--- config.mk ---
export PLATFORM = sky130hd
export DESIGN_NAME = sar_code_register
export DESIGN_NICKNAME = d
export VERILOG_FILES = /design/src/rtl/sar_pkg.sv /design/src/rtl/flag_edge_check.sv /design/src/rtl/sar_code_register.sv
export SDC_FILE = /design/constraint.sdc
export NUM_CORES = 1
export LEC_CHECK = 0
export ABC_AREA = 1
export CAP_MARGIN = 30
export CORE_MARGIN = 2
export CORE_UTILIZATION = 45
export DETAILED_ROUTE_END_ITERATION = 8
export GPL_TIMING_DRIVEN = 0
export PLACE_DENSITY_LB_ADDON = 0.05
export SLEW_MARGIN = 20
export SYNTH_ARGS = -nofsm -noshare
export SYNTH_HDL_FRONTEND = slang
export SYNTH_SLANG_ARGS = --single-unit
export TNS_END_PERCENT = 50
--- constraint.sdc ---
create_clock -name CLK -period 2.19 [get_ports CLK]
set_input_delay 0.438 -clock CLK [delete_from_list [all_inputs] [get_ports CLK]]
set_output_delay 0.438 -clock CLK [all_outputs]
set_load 0.03 [all_outputs]
--- src/rtl/sar_pkg.sv ---
// Shared types and helpers for the SAR code register.
// Latency: n/a (declarations only).
// Backpressure: n/a.
package sar_pkg;

    localparam int SAR_N_BITS = 12;

    typedef enum logic [1:0] {
        IDLE = 2'd0,
        CONV = 2'd1,
        ERR  = 2'd2
    } sar_state_t;

    localparam logic [SAR_N_BITS-1:0] MIDSCALE = {1'b1, {(SAR_N_BITS-1){1'b0}}};

    function automatic logic is_onehot(input logic [31:0] v);
        return (v != 32'd0) && ((v & (v - 32'd1)) == 32'd0);
    endfunction

    function automatic logic [4:0] onehot_idx(input logic [31:0] v);
        logic [4:0] r;
        r = '0;
        for (int i = 0; i < 32; i++) begin
            if (v[i]) r = 5'(i);
        end
        return r;
    endfunction

endpackage

--- src/rtl/flag_edge_check.sv ---
// Registers the phase flags and reports rising/falling bits plus a one-hot index.
// Latency: outputs are combinational against the one-cycle-old flag copy.
// Backpressure: none; flags are sampled every cycle.
module flag_edge_check
    import sar_pkg::*;
#(
    parameter int N_BITS = SAR_N_BITS,
    localparam int IDX_W = $clog2(N_BITS)
) (
    input  logic              clk,
    input  logic              rst_n,
    input  logic [N_BITS-1:0] flag,
    output logic [N_BITS-1:0] new_bits,
    output logic [N_BITS-1:0] fall_bits,
    output logic              onehot,
    output logic [IDX_W-1:0]  idx
);

    logic [N_BITS-1:0] flag_q;
    logic [N_BITS-1:0] flag_d;

    always_comb begin
        flag_d    = flag;
        new_bits  = flag & ~flag_q;
        fall_bits = flag_q & ~flag;
        onehot    = is_onehot(32'(new_bits));
        idx       = IDX_W'(onehot_idx(32'(new_bits)));
    end

    always_ff @(posedge clk) begin
        if (!rst_n) flag_q <= '0;
        else        flag_q <= flag_d;
    end

endmodule

--- src/rtl/sar_code_register.sv ---
// SAR working register: samples COMP on each new phase flag, drives the DAC trial word.
// Latency: DOUT_VALID rises the cycle after FLAG[0] is first seen high.
// Backpressure: DOUT held until DOUT_READY; a newer result overwrites it and pulses OVR.
module sar_code_register
    import sar_pkg::*;
#(
    parameter int N_BITS = SAR_N_BITS
) (
    input  logic              CLK,
    input  logic              RST_N,
    input  logic [N_BITS-1:0] FLAG,
    input  logic              COMP,
    output logic [N_BITS-1:0] DAC_CTRL,
    output logic [N_BITS-1:0] DOUT,
    output logic              DOUT_VALID,
    input  logic              DOUT_READY,
    output logic              BUSY,
    output logic              SEQ_ERR,
    output logic              OVR
);

    localparam int                IDX_W   = $clog2(N_BITS);
    localparam logic [IDX_W-1:0]  PTR_TOP = IDX_W'(N_BITS - 1);
    localparam logic [N_BITS-1:0] MID     = {1'b1, {(N_BITS-1){1'b0}}};

    logic [N_BITS-1:0] new_bits;
    logic [N_BITS-1:0] fall_bits;
    logic              onehot;
    logic [IDX_W-1:0]  idx;

    flag_edge_check #(.N_BITS(N_BITS)) u_edge (
        .clk       (CLK),
        .rst_n     (RST_N),
        .flag      (FLAG),
        .new_bits  (new_bits),
        .fall_bits (fall_bits),
        .onehot    (onehot),
        .idx       (idx)
    );

    sar_state_t        state_q, state_d;
    logic [IDX_W-1:0]  ptr_q, ptr_d;
    logic [N_BITS-1:0] work_q, work_d;
    logic [N_BITS-1:0] dac_q, dac_d;
    logic [N_BITS-1:0] dout_q, dout_d;
    logic              dout_vld_q, dout_vld_d;
    logic              busy_q, busy_d;
    logic              seq_err_q, seq_err_d;
    logic              ovr_q, ovr_d;

    logic flag_zero;
    logic step_ok;
    logic violation;

    always_comb begin
        flag_zero  = (FLAG == '0);
        step_ok    = onehot && (idx == ptr_q) && (fall_bits == '0);
        violation  = ((new_bits != '0) && !(onehot && (idx == ptr_q))) || (fall_bits != '0);

        state_d    = state_q;
        ptr_d      = ptr_q;
        work_d     = work_q;
        dac_d      = dac_q;
        busy_d     = busy_q;
        seq_err_d  = 1'b0;
        ovr_d      = 1'b0;
        dout_d     = dout_q;
        dout_vld_d = dout_vld_q && !DOUT_READY;

        case (state_q)
            IDLE, CONV: begin
                // All-zero flags mean the generator restarted: abort quietly.
                if (flag_zero) begin
                    state_d = IDLE;
                    ptr_d   = PTR_TOP;
                    work_d  = '0;
                    dac_d   = MID;
                    busy_d  = 1'b0;
                end else if (violation) begin
                    state_d   = ERR;
                    seq_err_d = 1'b1;
                    ptr_d     = PTR_TOP;
                    work_d    = '0;
                    dac_d     = MID;
                    busy_d    = 1'b0;
                end else if (step_ok) begin
                    state_d     = CONV;
                    work_d[idx] = COMP;
                    dac_d[idx]  = COMP;
                    if (idx != '0) begin
                        dac_d[idx - IDX_W'(1)] = 1'b1;
                        ptr_d  = idx - IDX_W'(1);
                        busy_d = 1'b1;
                    end else begin
                        // Final bit: publish the code; DAC keeps it until flags clear.
                        busy_d     = 1'b0;
                        dout_d     = {work_q[N_BITS-1:1], COMP};
                        ovr_d      = dout_vld_q && !DOUT_READY;
                        dout_vld_d = 1'b1;
                    end
                end
            end
            ERR: begin
                if (flag_zero) begin
                    state_d = IDLE;
                    ptr_d   = PTR_TOP;
                    dac_d   = MID;
                end
            end
            default: begin
                state_d = IDLE;
                ptr_d   = PTR_TOP;
                dac_d   = MID;
            end
        endcase
    end

    always_ff @(posedge CLK) begin
        if (!RST_N) begin
            state_q    <= IDLE;
            ptr_q      <= PTR_TOP;
            work_q     <= '0;
            dac_q      <= MID;
            dout_q     <= '0;
            dout_vld_q <= 1'b0;
            busy_q     <= 1'b0;
            seq_err_q  <= 1'b0;
            ovr_q      <= 1'b0;
        end else begin
            state_q    <= state_d;
            ptr_q      <= ptr_d;
            work_q     <= work_d;
            dac_q      <= dac_d;
            dout_q     <= dout_d;
            dout_vld_q <= dout_vld_d;
            busy_q     <= busy_d;
            seq_err_q  <= seq_err_d;
            ovr_q      <= ovr_d;
        end
    end

    assign DAC_CTRL   = dac_q;
    assign DOUT       = dout_q;
    assign DOUT_VALID = dout_vld_q;
    assign BUSY       = busy_q;
    assign SEQ_ERR    = seq_err_q;
    assign OVR        = ovr_q;

endmodule
* After elaboration in Yosys (flattened, before gate mapping) *
Cells that the tools add are included.

operators by class
  $add $sub $neg = 2
  $lt $le $gt $ge = 4
  eq/ne operators = 6
  mux-type cells = 47
  bitwise operators = 12
  reduce and logical (&&, ||, !) cells = 25

operator list
  operator                 number
  $mux W12                 8
  $mux W4                  9
  $and A12 B32 Y32         1
  $logic_not A32 Y1        1
  $and A12 B12 Y12         2
  $bwmux W12               2
  $logic_not A12 Y1        2
  $not A12 Y12             2
  $pmux W12 S2             1
  $reduce_bool A12 Y1      2
  $mux W1                  13
  $sub A12 B1 Y13 const B  1
  $mux W2                  6
  $mux W3                  4
  $or A12 B12 Y12          1
  $lt A4 B5 Y1 const B     2
  $demux W1 S4             2
  $ge A4 B1 Y1 const B     2
  $ne A4 B4 Y1 const B     2
  $pmux W4 S2              1
  $logic_and A1 B1 Y1      7
  $not A1 Y1               6
  $reduce_or A6 Y1         1
  $reduce_and A5 Y1        1
  other kinds (15)         17

word-level totals
  register bits = 58
  input port bits = 16
  output and inout port bits = 28
  word-level logic and storage cells = 106

* Depth between registers and ports, before layout *
  depth in word-level cells = 24
  depth in mapped cells = 21
  mapped depth without buffers = 21

* Modules after synthesis *
From an unflattened synthesis, not the netlist that was laid out.

unflattened totals
  cells, all modules = 517
  area total of the unflattened synthesis = 3300.7 sq um

modules (own cells, without submodules)
  module             times used  cells each  area an instance (sq um)  sequential area each (sq um)
  sar_code_register  1           384         2531.2                    900.9
  flag_edge_check    1           133         769.5                     240.2

* Least setup slack after synthesis *
No wires, ideal clock.

  path kind = input port to flip-flop
  from = input port FLAG[10]
  to = register ptr_q[1]
  library setup time = 0.133 ns
  arrival = 1.959 ns
  required time = 2.057 ns
  path slack = 0.097 ns
  cell stages on the path = 15
  path buffers = 0
  cell sequence = nand2_1 -> nand2_2 -> nor2_8 -> xor2_1 -> nand2_1 -> nor2_2 -> nand3_2 -> nor2_4 -> nand3_4 -> nand2_2 -> nand3_1 -> nand2_1 -> inv_1 -> o21ai_0 -> nand3_1

on the way
  cells in the longest elaborated chain, start to end = 12
  elaborated cells on any way between the ends = 30
  those cells by class = 2 x add/sub; 4 x eq/ne; 7 x mux; 4 x bitwise; 13 x reduce/logical

ends and longest elaborated chain
  item                  RTL line                                          RTL
  from (decl)           sar_code_register.sv:11                           input logic [N_BITS-1:0] FLAG,
  $and A12 B12 Y12      flag_edge_check.sv:24                             new_bits = flag & ~flag_q;
  $sub A12 B1 Y13       sar_pkg.sv:17                                     return (v != 32'd0) && ((v & (v - 32'd1)) == 32'd0);
  $and A12 B32 Y32      sar_pkg.sv:17
  $logic_not A32 Y1     sar_pkg.sv:17
  $logic_and A1 B1 Y1   sar_pkg.sv:17
  $logic_and A1 B1 Y1   sar_code_register.sv:57, sar_code_register.sv:58
  $logic_not A1 Y1      sar_code_register.sv:58                           violation = ((new_bits != '0) && !(onehot && (idx == ptr_q))) || (fall_bits != '0);
  $logic_and A1 B1 Y1   sar_code_register.sv:58
  $logic_or A1 B1 Y1    sar_code_register.sv:58
  $mux W4               sar_code_register.sv:79                           end else if (violation) begin
  $mux W4               sar_code_register.sv:73                           if (flag_zero) begin
  $pmux W4 S2           sar_code_register.sv:70                           case (state_q)
  to (signal assigned)  sar_code_register.sv:131                          ptr_q <= ptr_d;
  to (decl)             sar_code_register.sv:42                           logic [IDX_W-1:0] ptr_q, ptr_d;

Parallel ways exist; a longest one is shown, timed or not. The select of a mux whose other input is x is not followed.
A chain may end at the register's enable or synchronous reset.

* Worst setup path after layout *
  from = register u_edge.flag_q[3]
  to = register dac_q[3], in the netlist DAC_CTRL[3]

on the way
  cells in the longest elaborated chain, start to end = 22
  elaborated cells on any way between the ends = 46
  those cells by class = 2 x add/sub; 4 x order compare; 2 x eq/ne; 19 x mux; 5 x bitwise; 14 x reduce/logical

ends and longest elaborated chain
  item                                                                  RTL line                                          RTL
  from (decl)                                                           flag_edge_check.sv:19                             logic [N_BITS-1:0] flag_q;
  from (signal assigned)                                                flag_edge_check.sv:32                             else flag_q <= flag_d;
  $not A12 Y12                                                          flag_edge_check.sv:24
  $and A12 B12 Y12                                                      flag_edge_check.sv:24
  $mux W2                                                               sar_pkg.sv:24                                     if (v[i]) r = 5'(i);
  $mux W3 (4 in series)                                                 sar_pkg.sv:24
  $mux W4 (4 in series)                                                 sar_pkg.sv:24
  $sub A4 B1 Y4 (tied with other cells)                                 sar_code_register.sv:91                           dac_d[idx - IDX_W'(1)] = 1'b1;
  $lt A4 B5 Y1 (not written as such) (tied with other cells)            sar_code_register.sv:91
  $logic_and A1 B1 Y1 (not written as such) or $mux W1 (tied branches)  sar_code_register.sv:91, sar_code_register.sv:89
  $mux W1 (not written as such) or $demux W1 S4 (tied branches)         sar_code_register.sv:91, sar_code_register.sv:89
  $demux W1 S4 or $bwmux W12 (tied branches)                            sar_code_register.sv:91, sar_code_register.sv:89
  $or A12 B12 Y12 (no source line)                                      -
  $mux W12                                                              sar_code_register.sv:90                           if (idx != '0) begin
  $mux W12                                                              sar_code_register.sv:86                           end else if (step_ok) begin
  $mux W12                                                              sar_code_register.sv:79
  $mux W12                                                              sar_code_register.sv:73
  $pmux W12 S2                                                          sar_code_register.sv:70
  to (signal assigned)                                                  sar_code_register.sv:123                          dac_q <= MID;
  to (signal assigned)                                                  sar_code_register.sv:133                          dac_q <= dac_d;
  to (decl)                                                             sar_code_register.sv:44                           logic [N_BITS-1:0] dac_q, dac_d;

Parallel ways exist; a longest one is shown, timed or not. The select of a mux whose other input is x is not followed.

==> impl_results.md <==
- Syn-to-layout area delta: 43.2%
- Fmax: between 400 and 500 MHz
- Pwr/cell area: around 620 nW/µm²
- Static leakage: 2.00 nW
- DRC violations left: 0
- Crit-path leading delay family: simple AND/OR/NAND/NOR gates
- Post-route ant nets: 0
- Reg2Reg Depth: 16
- Final WS setup: -0.00713 ns
- Cells after Synth: 470
- Die Span X: roughly 86 µm
- Worst Hold Class: primary input to register
- Sequential fraction of the synthesis area: 37.6%
- Ant diodes: 0
- CTS tree: built
- Logic pwr share: around 20%
- Core ar.: approximately 6400 µm²
- CP Cell Sequence: inv_2, nand2_4, nand2_4, inv_4, o21ai_4, nand2_2, nand3_4, nand2_2, nand3_2, nor2_4, nand3_4, nand3_4, o21ai_4, buf_6, nand2_1, a21oi_1
- First-pass GRT wire length: 13.4 mm
- Row count: 29
- Crit Path Category: register to register
- Hold path depth: 3
- Die Y: around 86 µm
- Syn nets: between 400 and 500
- Total I/O pin count: 44
- CP dominant cell by count: nand3_4
- Sequential share of power: between 30 and 40%
- GR Overflow Total: 0
- Vias in the first global route: just under 3k
- Starting utilization of the core area: around 47%
- Worst-path clk slew: approximately 0.060 ns
- DP HPWL: slightly below 6 mm
- CP max stage delay: approximately 0.33 ns
- Worst path required time: 2.47 ns
- Clock sinks: between 50 and 60
- Post-Syn Area: slightly above 3000 µm²
- I/O Buffers: 42
- Hold Violations, Final: 0
- Largest net degree at the start of global routing: 11
- Clk_skew: around 0.011 ns
- Status: complete, but fails checks
- Peak supply drop: roughly 0.00046 V
- Min Hold Slack: approximately 0.32 ns
- Die footprint: around 7400 µm²
- CP bufs+invs: 3
- Final setup violation count: 3
- Commonest non-fill, non-tap cells in the layout: nand2_1, nor2_1, inv_1, dfxtp_1, clkdlybuf4s50_1
- Syn Area/Cell: about 6.5 µm²
- CTS root buf: clkbuf_8
- Clock network power share: about two fifths
- Initial antenna violation count: 0
- Failing checks: negative setup slack
- Fin nets: approximately 570
- 1st-pass router iterations: 5
- Maxcap violations: 0
- Clk_lat worst skew: about 0.36 ns
- Clock Tree Buf Depth: 2
- Ys Warns: 0
- Slowest-stage cell, CP: dfxtp_2
- NetSw: 0.000811 W
- CP Capture Type: register
- Final Max Slew Viols: 0
- Internal Power: around 0.0019 W
- CTS buffer count: 9
- RSZ-0062 raised after global routing: true
- Relative slew slack: 57.9%
- Design Power: approximately 0.0027 W
- Reg2Reg Setup Slack: -0.007 ns
- Drt via density: 5.12
- H-tree depth: 3
- Share of cells above drive strength 1: between 20% and 30%
- Sw Share: ~30%
- Period utilisation layout: 100%
- Worst Setup Start Kind: register
- DRT iter0 DRCs: 183
- Crit Path Max Fanout: 5
- DR WL/cell: roughly 14 µm
- CP Depth: 16
- Via count: 3250
- Worst Tran Pin Value: 0.632 ns
- Global placement routability congestion: 0.881
- Critical Path AT: 2.47 ns
- WL final: ~9 mm
- GRT Overall Usage: between 20 and 25%
- Min Tclk post-route: around 2.2 ns
- Most common cell after layout, fill and taps aside: nand2_1
- Synth cell types: 33
- #FFs+latches synth: 57
synth_stat cells (all sizes together):
cell | instances | share of area [%]
o2111ai | 1 | 0.29
clkinv | 1 | 0.12
o221ai | 1 | 0.29
a21boi | 1 | 0.25
nor3 | 5 | 1.2
nor4 | 2 | 0.41
o21ai | 37 | 6.4
xor2 | 1 | 0.29
or2 | 1 | 0.21
o21bai | 10 | 2.6
clkbuf | 7 | 0.87
buf | 4 | 1.2
nor2 | 73 | 10
nand3 | 29 | 5.8
nand2 | 138 | 18
nand4 | 5 | 1.0
dfxtp | 57 | 38
a21oi | 24 | 4.0
inv | 73 | 9.0
worst paths after layout:
path                          from          endpoint
setup reg to reg  u_edge.flag_q[3]       DAC_CTRL[3]
setup / recovery  u_edge.flag_q[3]       DAC_CTRL[3]
hold reg to reg          work_q[9]           DOUT[9]
hold / removal             FLAG[5]  u_edge.flag_q[5]
state kept, by name (all words and copies together), names as in the netlist:
signal	cells
DAC_CTRL	12
work_q	11
u_edge.flag_q	12
BUSY	1
DOUT_VALID	1
OVR	1
state_q	2
ptr_q	4
DOUT	12
SEQ_ERR	1
logic make-up after synthesis:
kind of cell | after synthesis | synth area share, %
xor gates and xnor gates | 1 | 0.289
DFF | 57 | 37.6
AOI/OAI and AO/OA | 74 | 13.7
buffers and inverters | 85 | 11.2
and+or+nand+nor | 253 | 37.2
power by group through the flow:
stage	sequential (W)	combinational, W	clock, W
after global routing	0.00108	0.000587	0.00114
after detailed placement	0.00110	0.000371	0
after floorplan	0.00110	0.000254	0
after global placement	0.00110	0.000368	0
final	0.00108	0.000544	0.00109
after CTS	0.00108	0.000398	0.00110
layout make-up:
cell class | instances | area [µm²]
inverter | 74 | 283
buffer | 11 | 78.8
clock inverter | 6 | 82.6
fill | 563 | 2080
clock buffer | 10 | 128
sequential | 57 | 1150
timing repair buffer | 71 | 671
tap | 77 | 96.3
multi-input combinational | 329 | 1860
tightest hold or removal path: stages:
cell	delay, ns
clkbuf_2	0.11
nand2_1	0.06
inv_1	0.03
what timing repair did:
action                                  4_1_cts  5_1_grt
endpoints found under the setup margin       45       43
resized for setup                            51       94
cloned                                        1        3
hold buffers                                  0        0
pin swaps                                     8       47
setup buffers                                 8       18
layer usage:
| layer | share of wire [%] | vias up | GRT usage, % |
|---|---|---|---|
| li1 | - | 1637 | - |
| met1 | 47 | 1487 | 32.5 |
| met2 | 44 | 107 | 34.4 |
| met3 | 6.3 | 19 | 4.62 |
| met4 | 2.3 | 0 | 9.09 |
| met5 | 0 | - | 0 |
metrics by stage:
step                worst slack, ns  instances  utilization (%)  TNS [ns]  instance area [µm²]
floorplan                    0.0974        470                -         0                 3030
global placement             -0.817        589             55.3    -31.55                 3550
detailed placement           -0.836        589             55.3    -32.46                 3550
CTS                         0.00110        614             61.0         0                 3920
global route                 -0.144        635             67.6     -3.51                 4340
finish                     -0.00713        635             67.6   -0.0174                 4340
(Power assumes the default switching activity.)
